==> config.mk <==
export PLATFORM = sky130hd
export DESIGN_NAME = hash_pipe_scheduler
export DESIGN_NICKNAME = d
export VERILOG_FILES = /design/src/rtl/hash_pipe_pkg.sv /design/src/rtl/hash_pipe_scheduler_rr_arbiter.sv /design/src/rtl/hash_pipe_scheduler.sv
export SDC_FILE = /design/constraint.sdc
export NUM_CORES = 1
export LEC_CHECK = 0
export CORE_AREA = 3 3 98 100
export CTS_BUF_LIST = sky130_fd_sc_hd__clkbuf_8
export DETAILED_ROUTE_END_ITERATION = 10
export DIE_AREA = 0 0 101 103
export PLACE_DENSITY_LB_ADDON = 0.1
export RECOVER_POWER = 50
export SETUP_SLACK_MARGIN = 0.2
export SLEW_MARGIN = 30
export SYNTH_ARGS = -nofsm -noshare
export SYNTH_HDL_FRONTEND = slang
export SYNTH_HIERARCHICAL = 1
export SYNTH_SLANG_ARGS = --single-unit
==> constraint.sdc <==
create_clock -name clk -period 9.7 [get_ports clk]
set_input_delay 0.97 -clock clk [delete_from_list [all_inputs] [get_ports clk]]
set_output_delay 0.97 -clock clk [all_outputs]
set_load 0.01 [all_outputs]
==> src/rtl/hash_pipe_pkg.sv <==
// Shared types for the hash pipeline scheduler: op encoding, tag record, write-op helper.
package hash_pipe_pkg;

  // Wide enough for any practical requester count; the top truncates to ID_WIDTH.
  localparam int TAG_ID_W = 8;

  typedef enum logic [1:0] {
    OP_LOOKUP = 2'd0,
    OP_INSERT = 2'd1,
    OP_DELETE = 2'd2
  } op_t;

  typedef struct packed {
    logic                valid;
    logic [TAG_ID_W-1:0] id;
    op_t                 op;
  } tag_t;

  // Insert and delete modify the table; everything else (including the reserved code) reads it.
  function automatic logic is_write(op_t op);
    return (op == OP_INSERT) || (op == OP_DELETE);
  endfunction

endpackage

==> src/rtl/hash_pipe_scheduler_rr_arbiter.sv <==
// Round-robin arbiter: grants the first eligible index at or after the pointer, with wrap-around.
// The pointer moves to one past the winner only when the advance strobe accepts the grant.
module rr_arbiter #(
  parameter int NUM_REQ = 4
) (
  input  logic               clk,
  input  logic               reset,
  input  logic [NUM_REQ-1:0] eligible_i,
  input  logic               advance_i,
  output logic [NUM_REQ-1:0] grant_o,
  output logic               any_grant_o
);

  localparam int PW = (NUM_REQ > 1) ? $clog2(NUM_REQ) : 1;

  logic [PW-1:0] ptr_q;
  logic [PW-1:0] ptr_d;

  // Search upward from the pointer and precompute the pointer value following the winner.
  always_comb begin
    int idx;
    grant_o     = '0;
    any_grant_o = 1'b0;
    ptr_d       = ptr_q;
    idx         = 0;
    for (int k = 0; k < NUM_REQ; k++) begin
      idx = int'(ptr_q) + k;
      if (idx >= NUM_REQ) idx = idx - NUM_REQ;
      if (!any_grant_o && eligible_i[idx]) begin
        grant_o[idx] = 1'b1;
        any_grant_o  = 1'b1;
        ptr_d        = (idx == NUM_REQ - 1) ? '0 : PW'(idx + 1);
      end
    end
  end

  // Pointer register: holds unless a grant is actually consumed.
  always_ff @(posedge clk) begin
    if (reset) begin
      ptr_q <= '0;
    end else if (advance_i && any_grant_o) begin
      ptr_q <= ptr_d;
    end
  end

endmodule

==> src/rtl/hash_pipe_scheduler.sv <==
// Shares one fixed-latency hash pipeline between NUM_REQ requesters.
// A tag delay line mirrors the external pipeline so each result is routed back to its issuer;
// a stalled response port freezes the whole pipeline through pipe_en.
// Optional macro HASH_PIPE_HAZARD_CHECK_EN adds a key delay line and holds off any requester
// whose key matches an in-flight insert/delete (read-after-write ordering per key).
//
// Handshake: a request transfers in a cycle where req_valid[i] && req_ready[i]; requesters keep
// valid/op/key stable until then. A response transfers when rsp_valid && rsp_ready; until then
// rsp_id/rsp_data hold because the pipeline does not advance.
module hash_pipe_scheduler
  import hash_pipe_pkg::*;
#(
  parameter int NUM_REQ      = 4,
  parameter int KEY_WIDTH    = 32,
  parameter int RESULT_WIDTH = 33,
  parameter int PIPE_DELAY   = 3,
  parameter int ID_WIDTH     = $clog2(NUM_REQ)
) (
  input  logic                          clk,
  input  logic                          reset,
  input  logic [NUM_REQ-1:0]            req_valid,
  input  logic [NUM_REQ*2-1:0]          req_op,
  input  logic [NUM_REQ*KEY_WIDTH-1:0]  req_key,
  output logic [NUM_REQ-1:0]            req_ready,
  output logic                          pipe_en,
  output logic                          pipe_valid_o,
  output logic [1:0]                    pipe_op_o,
  output logic [KEY_WIDTH-1:0]          pipe_key_o,
  input  logic [RESULT_WIDTH-1:0]       pipe_result_i,
  output logic                          rsp_valid,
  output logic [ID_WIDTH-1:0]           rsp_id,
  output logic [RESULT_WIDTH-1:0]       rsp_data,
  input  logic                          rsp_ready,
  output logic [$clog2(PIPE_DELAY+1)-1:0] in_flight
);

  localparam int IF_W = $clog2(PIPE_DELAY + 1);

  tag_t               tag_q [PIPE_DELAY];
  tag_t               tail;
  tag_t               issue_tag;
  logic [NUM_REQ-1:0] blocked;
  logic [NUM_REQ-1:0] eligible;
  logic [NUM_REQ-1:0] grant;
  logic               any_grant;
  logic [ID_WIDTH-1:0] gid;
  logic [IF_W-1:0]    in_flight_q;
  logic               rsp_fire;

  assign tail     = tag_q[PIPE_DELAY-1];
  assign pipe_en  = !tail.valid || rsp_ready;
  assign rsp_valid = tail.valid && !reset;
  assign rsp_id   = tail.id[ID_WIDTH-1:0];
  assign rsp_data = pipe_result_i;
  assign rsp_fire = rsp_valid && rsp_ready;

`ifdef HASH_PIPE_HAZARD_CHECK_EN
  logic [KEY_WIDTH-1:0] key_q [PIPE_DELAY];

  // Key delay line, shifting in lockstep with the tags; only meaningful where the tag is valid.
  always_ff @(posedge clk) begin
    if (pipe_en) begin
      key_q[0] <= pipe_key_o;
      for (int k = 1; k < PIPE_DELAY; k++) key_q[k] <= key_q[k-1];
    end
  end

  // A requester whose key hits any in-flight write must wait until that write has drained.
  always_comb begin
    blocked = '0;
    for (int i = 0; i < NUM_REQ; i++) begin
      for (int k = 0; k < PIPE_DELAY; k++) begin
        if (tag_q[k].valid && is_write(tag_q[k].op) &&
            key_q[k] == req_key[i*KEY_WIDTH +: KEY_WIDTH]) begin
          blocked[i] = 1'b1;
        end
      end
    end
  end
`else
  assign blocked = '0;
`endif

  // Nothing can issue while frozen or in reset.
  assign eligible  = req_valid & ~blocked & {NUM_REQ{pipe_en && !reset}};
  assign req_ready = grant;

  rr_arbiter #(.NUM_REQ(NUM_REQ)) u_arb (
    .clk        (clk),
    .reset      (reset),
    .eligible_i (eligible),
    .advance_i  (pipe_en),
    .grant_o    (grant),
    .any_grant_o(any_grant)
  );

  // Select the winner's op/key onto the issue port; zero when idle.
  always_comb begin
    gid          = '0;
    pipe_valid_o = any_grant;
    pipe_op_o    = '0;
    pipe_key_o   = '0;
    for (int i = 0; i < NUM_REQ; i++) begin
      if (grant[i]) begin
        gid        = ID_WIDTH'(i);
        pipe_op_o  = req_op[i*2 +: 2];
        pipe_key_o = req_key[i*KEY_WIDTH +: KEY_WIDTH];
      end
    end
    issue_tag.valid = any_grant;
    issue_tag.id    = TAG_ID_W'(gid);
    issue_tag.op    = op_t'(pipe_op_o);
  end

  // Tag delay line: shifts with the pipeline, reset discards everything in flight.
  always_ff @(posedge clk) begin
    if (reset) begin
      for (int k = 0; k < PIPE_DELAY; k++) tag_q[k] <= '0;
    end else if (pipe_en) begin
      tag_q[0] <= issue_tag;
      for (int k = 1; k < PIPE_DELAY; k++) tag_q[k] <= tag_q[k-1];
    end
  end

  // Occupancy counter: up on issue, down on delivered response.
  always_ff @(posedge clk) begin
    if (reset) begin
      in_flight_q <= '0;
    end else if (any_grant && !rsp_fire) begin
      in_flight_q <= in_flight_q + IF_W'(1);
    end else if (!any_grant && rsp_fire) begin
      in_flight_q <= in_flight_q - IF_W'(1);
    end
  end

  assign in_flight = in_flight_q;

endmodule

==> metrics.sh, run 1 <==
SYNTH_SEQ_AREA_SHARE_PCT=16.1
SYNTH_CELL_TYPES=40
SYNTH_NETS=452
SYNTH-WARNING-COUNT=6
LAYOUT.NETS=587
DRT_ITER0_MARKERS=116
CRITICAL_PATH_CLASS='in2out'
REMAINING_DRC_ERRORS=0
GR-TOTAL-OVERFLOW=0
SYNTH_ENABLE_FLOP_CELLS=9
MIN_PATH_TYPE='reg2reg'
TIMING.CRITICAL_PATH.CELLS='dlygate4sd3_1 -> a21oi_1 -> and2_1 -> mux4_2 -> nor3_2 -> and2b_1 -> a221o_2 -> and2b_1 -> buf_4 -> a22oi_1 -> o21ai_0 -> clkdlybuf4s50_1'
SYN_TO_FINAL_GROWTH_PCT=76.3
WORST_SETUP_PATH_END_KIND='primary output'
SYN_AREA_SQ_UM=2180
POST_ROUTE_WL_UM=9130
FINALCOREUTILIZATION_PCT=43.8
TIMING.CRITICAL_PATH.FANOUT_MAX=39
FINALCLOCKSKEW_NS=0.00285
CLOCK_SINK_COUNT=13
MAX_CLOCK_FREQ_MHz=144
FIRST_GLOBAL_VIAS=2414
VDD_DROP_MAX_mV=0.0905
CTS.CLK_SLEW.WORST_PATHS_NS=0.05
POST_CTS.RESIZED_INSTANCES=0
DESIGN.CORE.AREA_SQ_UM=8760
CLOCK_TREE_FROM_TRITONCTS='built'
H-TREE-DEPTH=1
PIN_COUNT_OF_THE_BIGGEST_NET_ENTERING_GLOBAL_ROUTING=72
TIMING.FINAL.HOLD_VIOLATIONS=0
ASYNC_FLOP_SHARE_PCT=0
INITIAL_ANTENNA_VIOLATION_COUNT=0
CRIT_REQUIRED_NS=8.73
STARTPOINT_TYPE_OF_THE_WORST_SETUP_PATH='primary input'
CTS_INSERTED_BUFFERS=3
VIAS_PER_CELL=5.17
DRT_PRE_ANTENNA_ITERS=4
MAX_SLEW_MARGIN_PCT=44.7
FLOORPLAN.ROWS=34
MAX-CLOCK-PATH-BUFFERS=2
DRIVE_ABOVE_1_SHARE_PCT=4.49
DIEWIDTH_UM=101
INITIAL_CELL_DENSITY_OF_THE_CORE_PCT=24.9
GRT_FIRST_PASS_WIRELENGTH_UM=12800
CTSHOLDBUFFERS=0
FINALMAXSLEWVIOLATIONS=0
SYNTH_TOP_FLOP_CELL='sky130_fd_sc_hd__edfxtp_1'
SETUP_REPAIR_AFTER_GLOBAL_ROUTING_MISSED_ITS_MARGIN='no'
LAYOUT_MIN_CYCLE_TIME_NS=6.96
SYNTH.AVG_CELL_AREA_SQ_UM=8.16
TIMING.CRITICAL_PATH.ARRIVAL_NS=5.99
CRIT_PATH_TOP_DELAY_CELL='sky130_fd_sc_hd__a221o_2'
ROUTED-VIA-COUNT=2631
POST_DRT_WL_PER_CELL_UM=17.9
PLACE.DETAILED.HPWL_UM=7170
CRITICAL_PATH.MOST_COMMON_CELL='sky130_fd_sc_hd__and2b_1'
CTS.ROOT.BUFFER_CELL='sky130_fd_sc_hd__clkbuf_8'
ROUTE.ANTENNA.REMAINING_NETS=0
CRITPATHMAXSTAGEDELAY_NS=0.67
POST_CTS_BUFFERS=0
IO-PIN-COUNT=254
DRV.MAX_CAP_VIOLATION_COUNT=0
GR-USAGE-ALL-LAYERS_PCT=15.3
FLOORPLAN.DIE.HEIGHT_UM=103
SETUP_VIOL=0
PLACER_CONGESTION=0.843
TIGHTESTPINTRANSITION_NS=0.829
NUMBER_OF_INSTANCES_IN_THE_SYNTHESIZED_NETLIST=267
POWER-PER-CELL-AREA_nW_PER_UM2=244
DIEAREA_SQ_UM=10400
P_LEAK_uW=0.00136
CLKLATENCYLATEPIN_NS=0.24
YOSYS_REGISTER_BITS=13
RUN_STATUS='completed'
SHARE_OF_THE_CLOCK_PERIOD_USED_BY_THE_WORST_PATH_PCT=71.7
FIN_TNS_SETUP_NS=0
IO_BUFFER_COUNT=187
ANTENNA_CELLS=0
placed cells by master (no fill, tap or decap), types with 2 or more instances in the layout:
master	count
sky130_fd_sc_hd__a22oi_1	68
sky130_fd_sc_hd__mux2i_1	5
sky130_fd_sc_hd__clkdlybuf4s50_1	182
sky130_fd_sc_hd__nor2_1	7
sky130_fd_sc_hd__and2_0	4
sky130_fd_sc_hd__xor2_1	2
sky130_fd_sc_hd__o21ai_0	33
sky130_fd_sc_hd__nor3_1	3
sky130_fd_sc_hd__inv_1	5
sky130_fd_sc_hd__mux2_2	2
sky130_fd_sc_hd__buf_4	3
sky130_fd_sc_hd__mux2_1	2
sky130_fd_sc_hd__a21oi_1	4
sky130_fd_sc_hd__o21ai_1	6
sky130_fd_sc_hd__ha_1	9
sky130_fd_sc_hd__nand2_1	8
sky130_fd_sc_hd__and2_1	7
sky130_fd_sc_hd__a22oi_2	2
sky130_fd_sc_hd__o21a_1	2
sky130_fd_sc_hd__edfxtp_1	9
sky130_fd_sc_hd__and2b_1	2
sky130_fd_sc_hd__dfxtp_1	4
sky130_fd_sc_hd__nor2b_1	2
sky130_fd_sc_hd__dlygate4sd3_1	5
sky130_fd_sc_hd__clkbuf_8	3
sky130_fd_sc_hd__a221o_1	3
sky130_fd_sc_hd__mux4_2	3
kinds of logic after synthesis:
kind of cell / count (synthesis) / synth area share, %
adders and majority gates: 9 / 5.17
muxes: 12 / 7.47
xor gates and xnor gates: 2 / 0.804
DFF: 13 / 16.1
AOI/OAI and AO/OA: 126 / 39.7
and+or+nand+nor: 41 / 11.0
buffers and inverters: 64 / 19.8
cells in the mapped netlist (2+ instances only):
library cell	n	area share, %
sky130_fd_sc_hd__nor3_1	3	0.69
sky130_fd_sc_hd__mux4_2	3	3.1
sky130_fd_sc_hd__a221o_1	4	1.8
sky130_fd_sc_hd__nor2_1	7	1.2
sky130_fd_sc_hd__dfxtp_1	4	3.7
sky130_fd_sc_hd__a22oi_2	2	1.1
sky130_fd_sc_hd__edfxtp_1	9	12
sky130_fd_sc_hd__o21a_1	2	0.69
sky130_fd_sc_hd__nor2b_1	2	0.57
sky130_fd_sc_hd__and2_1	11	3.2
sky130_fd_sc_hd__buf_4	38	13
sky130_fd_sc_hd__inv_1	4	0.69
sky130_fd_sc_hd__a22oi_1	68	23
sky130_fd_sc_hd__a21oi_1	4	0.92
sky130_fd_sc_hd__buf_6	5	2.6
sky130_fd_sc_hd__clkbuf_1	9	1.6
sky130_fd_sc_hd__and2b_1	2	0.69
sky130_fd_sc_hd__mux2i_1	5	2.3
sky130_fd_sc_hd__xor2_1	2	0.80
sky130_fd_sc_hd__ha_1	9	5.2
sky130_fd_sc_hd__mux2_2	2	1.0
sky130_fd_sc_hd__mux2_1	2	1.0
sky130_fd_sc_hd__buf_2	8	1.8
sky130_fd_sc_hd__o21ai_1	6	1.4
sky130_fd_sc_hd__nand2_1	9	1.6
sky130_fd_sc_hd__o21ai_0	33	7.6
path summary, 6_finish.rpt:
| check | from | to | cells after the start | slack, ns |
|---|---|---|---|---|
| setup / recovery | reset | pipe_key_o[17] | 12 | 2.74 |
| hold / removal | in_flight[1] | in_flight[1] | 2 | 0.50 |
| setup reg to reg | u_arb/ptr_q[0] | tag_q[0][2] | 9 | 5.26 |
| hold reg to reg | in_flight[1] | in_flight[1] | 2 | 0.50 |
power breakdown:
group	internal [uW]	switching [uW]	leakage (uW)
clock	27.8	17.4	0.0000269
combinational	418	382	0.00119
sequential	77.4	15.6	0.000140
total	523	415	0.00136
final cells by class:
cell class | count | area [sq um]
Fill cell | 895 | 4920
Timing Repair Buffer | 190 | 1890
Multi-Input combinational cell | 190 | 1400
Sequential cell | 13 | 350
Tap cell | 108 | 135
Clock buffer | 3 | 41.3
Inverter | 4 | 15.0
Clock inverter | 1 | 3.75
metrics by stage:
step                std cells  setup WS, ns  power (uW)  hold WS [ns]  area (sq um)
global placement          505          2.95         905         0.485          3800
finish                    509          2.74         937         0.496          3840
CTS                       509          2.77         954         0.503          3840
detailed placement        505          2.77         906         0.494          3800
global route              509          2.24        1020         0.535          3840
floorplan                 267          5.04         542         0.497          2180
per-layer routing:
layer,part of all wire (%),GRT usage (%),vias to the layer above
met5,0,0,-
met4,1.5,2.97,0
met3,9.5,3.11,18
met2,50,27.1,152
met1,39,19.3,1203
li1,-,-,1258
registers in the layout, indices dropped and copies added, names as in the netlist:
name	cells
in_flight	2
tag_q	9
u_arb/ptr_q	2
critical path: cells and delay by family:
kind	cells	cell delay [ns]
simple gates	4	1.27
buf+inv	3	1.60
compound gates	4	1.68
mux	1	0.44
(Power assumes the default switching activity.)
==> run 2: changes to the inputs <==
==> constraint.sdc (replaced) <==
create_clock -name clk -period 6.9 [get_ports clk]
set_input_delay 0.69 -clock clk [delete_from_list [all_inputs] [get_ports clk]]
set_output_delay 0.69 -clock clk [all_outputs]
set_load 0.01 [all_outputs]
==> run 2 against run 1 <==
- sequential share of layout area hardly changed
- sequential power rose by 40%
- combinational power increased by 41%
- largest cell class unchanged
- clock skew up 0.0014 ns
- register-to-register slack got worse by 2.4 ns
- critical path depth stayed put
- largest power group unchanged
- die area is the same
- highest routed layer unchanged
- final area is 0.39% higher
- critical path type unchanged
==> metrics.sh, run 2 (same netlist as run 1, synthesis figures left out) <==
RUN_STATUS='completed'  # unchanged
TIMING.RR.START='u_arb/ptr_q[0]'  # unchanged
LARGEST-REGISTER='tag_q'  # unchanged
POST_CTS.RESIZED_INSTANCES=0  # unchanged
PLACE_WORST_SETUP_SLACK_NS=0.781  # was 2.77 ns
PLACE.DETAILED.INSTANCES=507  # was 505
DIEAREA_SQ_UM=10400  # unchanged
VIAS_PER_CELL=5.03  # was 5.17
CTS.CLK_SLEW.WORST_PATHS_NS=0.05  # about the same
DRV.MAX_CAP_VIOLATION_COUNT=0  # unchanged
USE_MET2_PCT=28.3  # was 27.1%
FIN_TNS_SETUP_NS=0  # unchanged
WORSTSETUPENDPOINT='pipe_key_o[15]'  # was pipe_key_o[17]
CTS.ROOT.BUFFER_CELL='sky130_fd_sc_hd__clkbuf_8'  # unchanged
SWITCHINGPOWER_uW=585  # was 415 uW
DESIGN.CORE.AREA_SQ_UM=8760  # unchanged
PIN_COUNT_OF_THE_BIGGEST_NET_ENTERING_GLOBAL_ROUTING=72  # unchanged
PLACE.DETAILED.HPWL_UM=7460  # was 7170 um
RR_WORST_DEPTH=9  # unchanged
GRTUSAGEMET3_PCT=2.64  # was 3.11%
VDD_DROP_MAX_mV=0.128  # was 0.0905 mV
CLKLATENCYLATEPIN_NS=0.24  # about the same
GRT_BUSIEST_LAYER='met2'  # unchanged
WORST_CASE_REGISTER_TO_REGISTER_SETUP_SLACK_NS=2.82  # was 5.26 ns
DRT_PRE_ANTENNA_ITERS=4  # unchanged
SYN_TO_FINAL_GROWTH_PCT=77.0  # was 76.3%
POWER-PER-CELL-AREA_nW_PER_UM2=344  # was 244 nW/um^2
CLKPWRFRAC_PCT=4.8  # about the same
CRIT_REQUIRED_NS=6.21  # was 8.73 ns
FILLERS=879  # was 895
WORST_SETUP_PATH_END_KIND='primary output'  # unchanged
SHARE_OF_THE_CLOCK_PERIOD_USED_BY_THE_WORST_PATH_PCT=89.2
LAYOUT.NETS=589  # was 587
GR-USAGE-MET1_PCT=19.0  # was 19.3%
INITIAL_ANTENNA_VIOLATION_COUNT=0  # unchanged
MAX_SLEW_MARGIN_PCT=47.2  # was 44.7%
FLOORPLAN.DIE.HEIGHT_UM=103  # unchanged
SETUP_REPAIR_AFTER_GLOBAL_ROUTING_MISSED_ITS_MARGIN='no'  # unchanged
MOST_COMMON_CELL_AFTER_LAYOUT_FILL_AND_TAPS_ASIDE='sky130_fd_sc_hd__clkdlybuf4s50_1'  # unchanged
FINALCLOCKSKEW_NS=0.00423  # was 0.00285 ns
FINAL_CELL_MIX='sky130_fd_sc_hd__clkdlybuf4s50_1, sky130_fd_sc_hd__a22oi_1, sky130_fd_sc_hd__o21ai_0'  # unchanged
CRIT_PATH_START='reset'  # unchanged
TIMING.FINAL.HOLD_VIOLATIONS=0  # unchanged
ROUTED-VIA-COUNT=2572  # was 2631
MAX-CLOCK-PATH-BUFFERS=2  # unchanged
CRITICAL_PATH_CLASS='in2out'  # unchanged
P_LEAK_uW=0.00137  # was 0.00136 uW
LARGEST_REGISTER_FFS=9  # unchanged
SETUP_VIOL=0  # unchanged
PLACER_CONGESTION=0.796  # was 0.843
LAYOUT.CELLS.NON_FILLER=511  # was 509
MIN_PATH_TYPE='reg2reg'  # unchanged
TIMING.CRITICAL_PATH.ARRIVAL_NS=5.46  # was 5.99 ns
FINAL_WORST_SETUP_SLACK_NS=0.747  # was 2.74 ns
INITIAL_CELL_DENSITY_OF_THE_CORE_PCT=24.9  # unchanged
STARTPOINT_TYPE_OF_THE_WORST_SETUP_PATH='primary input'  # unchanged
FLOORPLAN.ROWS=34  # unchanged
POWER.COMBINATIONAL.FRACTION_PCT=85.4  # was 85.3%
GR-USAGE-ALL-LAYERS_PCT=15.4  # was 15.3%
PWR-SHARE-SEQ_PCT=9.8  # was 9.9%
WORST_R2R_ENDPOINT='tag_q[0][2]'  # unchanged
POST_CTS_BUFFERS=0  # unchanged
ROUTE.ANTENNA.REMAINING_NETS=0  # unchanged
DRT_ITER0_MARKERS=122  # was 116
REMAINING_DRC_ERRORS=0  # unchanged
DIEWIDTH_UM=101  # unchanged
CTS_INSERTED_BUFFERS=3  # unchanged
LAYOUT_MIN_CYCLE_TIME_NS=6.15
CTSHOLDBUFFERS=0  # unchanged
P_SW_SHARE_PCT=44.0  # was 44.2%
MAX_CLOCK_FREQ_MHz=163
ANTENNA_CELLS=0  # unchanged
H-TREE-DEPTH=1  # unchanged
GRT_FIRST_PASS_WIRELENGTH_UM=13000  # was 12800 um
FINALMAXSLEWVIOLATIONS=0  # unchanged
IO_BUFFER_COUNT=187  # unchanged
POST_ROUTE_WL_UM=9280  # was 9130 um
FIRST_GLOBAL_VIAS=2437  # was 2414
GR-TOTAL-OVERFLOW=0  # unchanged
TIGHTESTPINTRANSITION_NS=0.793  # was 0.829 ns
CLOCK_SINK_COUNT=13  # unchanged
IO-PIN-COUNT=254  # unchanged
TIMING.CRITICAL_PATH.FANOUT_MAX=21  # was 39
CELLINTERNALPOWER_uW=743  # was 523 uW
POST_DRT_WL_PER_CELL_UM=18.2  # was 17.9 um
FINALCOREUTILIZATION_PCT=44.0  # was 43.8%
CLOCK_TREE_FROM_TRITONCTS='built'  # unchanged
DRIVE_ABOVE_1_SHARE_PCT=4.96  # was 4.49%
[run 2: changes by cell type in the layout (fill, tap and decap cells not counted), sizes merged]
cell	change
buf	+2
[run 2: power groups by stage]
stage	sequential [uW]	clock, uW	combinational, uW
finish	130	63.5	1130
CTS	131	66.0	1150
global placement	132	0	1140
detailed placement	133	0	1150
global route	134	70.2	1230
floorplan	122	0	640
[run 2: worst min-delay path by stage]
stage | start | slack (ns) | cells after the start | end
2_1_floorplan | in_flight[1] | 0.50 | 2 | in_flight[1]
3_3_place_gp | in_flight[1] | 0.49 | 2 | in_flight[1]
3_5_place_dp | in_flight[1] | 0.49 | 2 | in_flight[1]
4_1_cts | in_flight[1] | 0.50 | 2 | in_flight[1]
5_1_grt | tag_q[0][3] | 0.53 | 1 | tag_q[0][14]
6_report | in_flight[1] | 0.50 | 2 | in_flight[1]
[run 2: worst max-delay path, stage by stage]
cell and delay, ns:
sky130_fd_sc_hd__dlygate4sd3_1 0.63, sky130_fd_sc_hd__a21oi_1 0.65, sky130_fd_sc_hd__and2_1 0.38, sky130_fd_sc_hd__mux4_2 0.44, sky130_fd_sc_hd__nor3_2 0.09, sky130_fd_sc_hd__and2b_1 0.20
sky130_fd_sc_hd__a221o_2 0.52, sky130_fd_sc_hd__and2b_1 0.54, sky130_fd_sc_hd__buf_4 0.36, sky130_fd_sc_hd__a22oi_1 0.10, sky130_fd_sc_hd__o21ai_0 0.25, sky130_fd_sc_hd__clkdlybuf4s50_1 0.59
[run 2: layer usage]
metal | wire (um) | vias up
met4 | 97 | 0
met5 | 0 | -
li1 | - | 1264
met3 | 774 | 14
met1 | 3650 | 1173
met2 | 4760 | 121
[run 2: area by class of cell]
class	count	area [sq um]	area share, %
Clock buffer	3	41.3	1.07
Inverter	4	15.0	0.389
Timing Repair Buffer	192	1910	49.5
Multi-Input combinational cell	190	1400	36.3
Sequential cell	13	350	9.09
Clock inverter	1	3.75	0.0973
Tap cell	108	135	3.50
[run 2: stage by stage]
stage	power, uW	instance area (sq um)	hold slack (ns)
floorplan	762	2180	0.497
global placement	1280	3810	0.492
detailed placement	1280	3810	0.495
CTS	1350	3860	0.502
global route	1440	3860	0.526
finish	1330	3860	0.501
==> run 3: changes to the inputs <==
--- a/config.mk
+++ b/config.mk
@@ -9,7 +9,7 @@
 export CTS_BUF_LIST = sky130_fd_sc_hd__clkbuf_8
 export DETAILED_ROUTE_END_ITERATION = 10
 export DIE_AREA = 0 0 101 103
-export PLACE_DENSITY_LB_ADDON = 0.1
+export PLACE_DENSITY = 0.72
 export RECOVER_POWER = 50
 export SETUP_SLACK_MARGIN = 0.2
 export SLEW_MARGIN = 30
==> run 3 against run 2 <==
- setup slack improved by 0.13 ns
- critical path depth is the same
- final area is 0.23% lower
- register-to-register slack improved by 0.29 ns
- utilization shrank 0.10 points
- sequential share of layout area is essentially flat
- clock-buffer cell count unchanged
- wire length rose by 1.8%
- final cell count shrank 0.20%
- die area unchanged
- combinational power hardly changed
- critical endpoint is now pipe_key_o[16]
==> metrics.sh, run 3 (same netlist as run 1, synthesis figures left out) <==
CTS_INSERTED_BUFFERS=3  # unchanged
LAYOUT.NETS=588  # was 589
PLACE_WORST_SETUP_SLACK_NS=0.970  # was 0.781 ns
WORST_CASE_REGISTER_TO_REGISTER_SETUP_SLACK_NS=3.11  # was 2.82 ns
FINAL_CELL_AREA_SQ_UM=3850  # was 3860 sq um
INITIAL_CELL_DENSITY_OF_THE_CORE_PCT=24.9  # unchanged
RUN_STATUS='completed'  # unchanged
FILLERS=852  # was 879
FLOORPLAN.ROWS=34  # unchanged
SETUP_REPAIR_AFTER_GLOBAL_ROUTING_MISSED_ITS_MARGIN='no'  # unchanged
CLKLATENCYLATEPIN_NS=0.24  # about the same
FINALCLOCKSKEW_NS=0.00130  # was 0.00423 ns
MULTI_INPUT_COMB_AREA_SQ_UM=1400  # about the same
LAYOUT_MIN_CYCLE_TIME_NS=6.03  # was 6.15 ns
POST_CTS_BUFFERS=0  # unchanged
PLACEDINSTANCEAREA_SQ_UM=3800  # was 3810 sq um
CTSHOLDBUFFERS=0  # unchanged
PIN_COUNT_OF_THE_BIGGEST_NET_ENTERING_GLOBAL_ROUTING=72  # unchanged
ROUTE.ANTENNA.REMAINING_NETS=0  # unchanged
SYN_TO_FINAL_GROWTH_PCT=76.6  # was 77.0%
MOST_COMMON_CELL_AFTER_LAYOUT_FILL_AND_TAPS_ASIDE='sky130_fd_sc_hd__clkdlybuf4s50_1'  # unchanged
POST_ROUTE_WL_UM=9450  # was 9280 um
FINALMAXSLEWVIOLATIONS=0  # unchanged
ROUTED-VIA-COUNT=2584  # was 2572
DESIGN.CORE.AREA_SQ_UM=8760  # unchanged
STARTPOINT_TYPE_OF_THE_WORST_SETUP_PATH='primary input'  # unchanged
POST_CTS.RESIZED_INSTANCES=0  # unchanged
MIN_PATH_TYPE='reg2reg'  # unchanged
MAX-CLOCK-PATH-BUFFERS=2  # unchanged
VDD_DROP_MAX_mV=0.171  # was 0.128 mV
CRITICAL_PATH_CLASS='in2out'  # unchanged
VIAS_PER_CELL=5.07  # was 5.03
POST_DRT_WL_PER_CELL_UM=18.5  # was 18.2 um
P_LEAK_uW=0.00136  # was 0.00137 uW
SHARE_OF_THE_CLOCK_PERIOD_USED_BY_THE_WORST_PATH_PCT=87.4  # was 89.2%
FLOORPLAN.DIE.HEIGHT_UM=103  # unchanged
CLOCK_SINK_COUNT=13  # unchanged
REMAINING_DRC_ERRORS=0  # unchanged
FIN_TNS_SETUP_NS=0  # unchanged
TIMING.FINAL.HOLD_VIOLATIONS=0  # unchanged
DRV.MAX_CAP_VIOLATION_COUNT=0  # unchanged
ANTENNA_CELLS=0  # unchanged
LARGEST-REGISTER='tag_q'  # unchanged
TIMING.CRITICAL_PATH.ARRIVAL_NS=5.34  # was 5.46 ns
DRT_ITER0_MARKERS=99  # was 122
LARGEST_REGISTER_FFS=9  # unchanged
MAX_SLEW_MARGIN_PCT=47.9  # was 47.2%
TIGHTESTPINTRANSITION_NS=0.782  # was 0.793 ns
CLOCK_TREE_FROM_TRITONCTS='built'  # unchanged
DIEAREA_SQ_UM=10400  # unchanged
POWER-PER-CELL-AREA_nW_PER_UM2=346  # was 344 nW/um^2
H-TREE-DEPTH=1  # unchanged
FINAL_WORST_SETUP_SLACK_NS=0.872  # was 0.747 ns
PLACE.DETAILED.HPWL_UM=7530  # was 7460 um
FINAL_CELL_MIX='sky130_fd_sc_hd__clkdlybuf4s50_1, sky130_fd_sc_hd__a22oi_1, sky130_fd_sc_hd__o21ai_0'  # unchanged
IO-PIN-COUNT=254  # unchanged
CRIT_REQUIRED_NS=6.21  # about the same
WORST_SETUP_PATH_END_KIND='primary output'  # unchanged
TIMING.CRITICAL_PATH.FANOUT_MAX=19  # was 21
SEQ_AREA_SQ_UM=350  # unchanged
GRT_FIRST_PASS_WIRELENGTH_UM=12700  # was 13000 um
SETUP_VIOL=0  # unchanged
DRIVE_ABOVE_1_SHARE_PCT=4.48  # was 4.96%
DIEWIDTH_UM=101  # unchanged
GR-TOTAL-OVERFLOW=0  # unchanged
IO_BUFFER_COUNT=187  # unchanged
DRT_PRE_ANTENNA_ITERS=4  # unchanged
CTS.CLK_SLEW.WORST_PATHS_NS=0.05  # about the same
FIRST_GLOBAL_VIAS=2431  # was 2437
GR-USAGE-ALL-LAYERS_PCT=15.5  # was 15.4%
MAX_CLOCK_FREQ_MHz=166  # was 163 MHz
POST-LAYOUT-TOTAL-POWER_uW=1330  # about the same
PLACER_CONGESTION=0.890  # was 0.796
CTS.ROOT.BUFFER_CELL='sky130_fd_sc_hd__clkbuf_8'  # unchanged
INITIAL_ANTENNA_VIOLATION_COUNT=0  # unchanged
run 3: final timing paths:
path                            cells past startpoint      startpoint             end
worst min register to register                      2    in_flight[1]    in_flight[1]
worst max-delay path                               12           reset  pipe_key_o[16]
worst min-delay path                                2    in_flight[1]    in_flight[1]
worst max register to register                      8  u_arb/ptr_q[0]     tag_q[0][2]
run 3: metal layers:
| metal | part of all wire (%) | track usage (%) | vias to the layer above |
|---|---|---|---|
| li1 | - | - | 1264 |
| met1 | 37 | 18.1 | 1167 |
| met2 | 51 | 27.5 | 135 |
| met3 | 10 | 4.40 | 18 |
| met4 | 1.5 | 4.70 | 0 |
| met5 | 0 | 0 | - |
run 3: cell type report:
| type | count | share of cell area, % |
|---|---|---|
| Timing Repair Buffer | 191 | 49.4 |
| Multi-Input combinational cell | 190 | 36.4 |
| Sequential cell | 13 | 9.11 |
| Tap cell | 108 | 3.51 |
| Clock buffer | 3 | 1.07 |
| Inverter | 4 | 0.390 |
| Clock inverter | 1 | 0.0976 |
run 3: worst max-delay path: stages:
cell and delay (ns):
sky130_fd_sc_hd__dlygate4sd3_1 0.64, sky130_fd_sc_hd__a21oi_1 0.64, sky130_fd_sc_hd__and2_1 0.39, sky130_fd_sc_hd__mux4_2 0.44, sky130_fd_sc_hd__nor3_2 0.09, sky130_fd_sc_hd__and2b_1 0.21, sky130_fd_sc_hd__a221o_1 0.31, sky130_fd_sc_hd__and2b_1 0.67
sky130_fd_sc_hd__buf_4 0.36, sky130_fd_sc_hd__a22oi_1 0.14, sky130_fd_sc_hd__o21ai_0 0.19, sky130_fd_sc_hd__clkdlybuf4s50_1 0.56
run 3: metrics by stage:
stage	instances	hold WS (ns)	utilization [%]
final	510	0.494	43.9
after global routing	510	0.533	43.9
after CTS	510	0.494	43.9
after detailed placement	506	0.486	43.4
after global placement	506	0.481	43.4
after floorplan	267	0.497	-
run 3: power breakdown:
group / switching (uW) / internal [uW] / total, uW / leakage, uW
clock: 25.5 / 39.2 / 64.7 / 0.0000269
sequential: 21.4 / 109 / 130 / 0.000140
combinational: 547 / 590 / 1140 / 0.00120
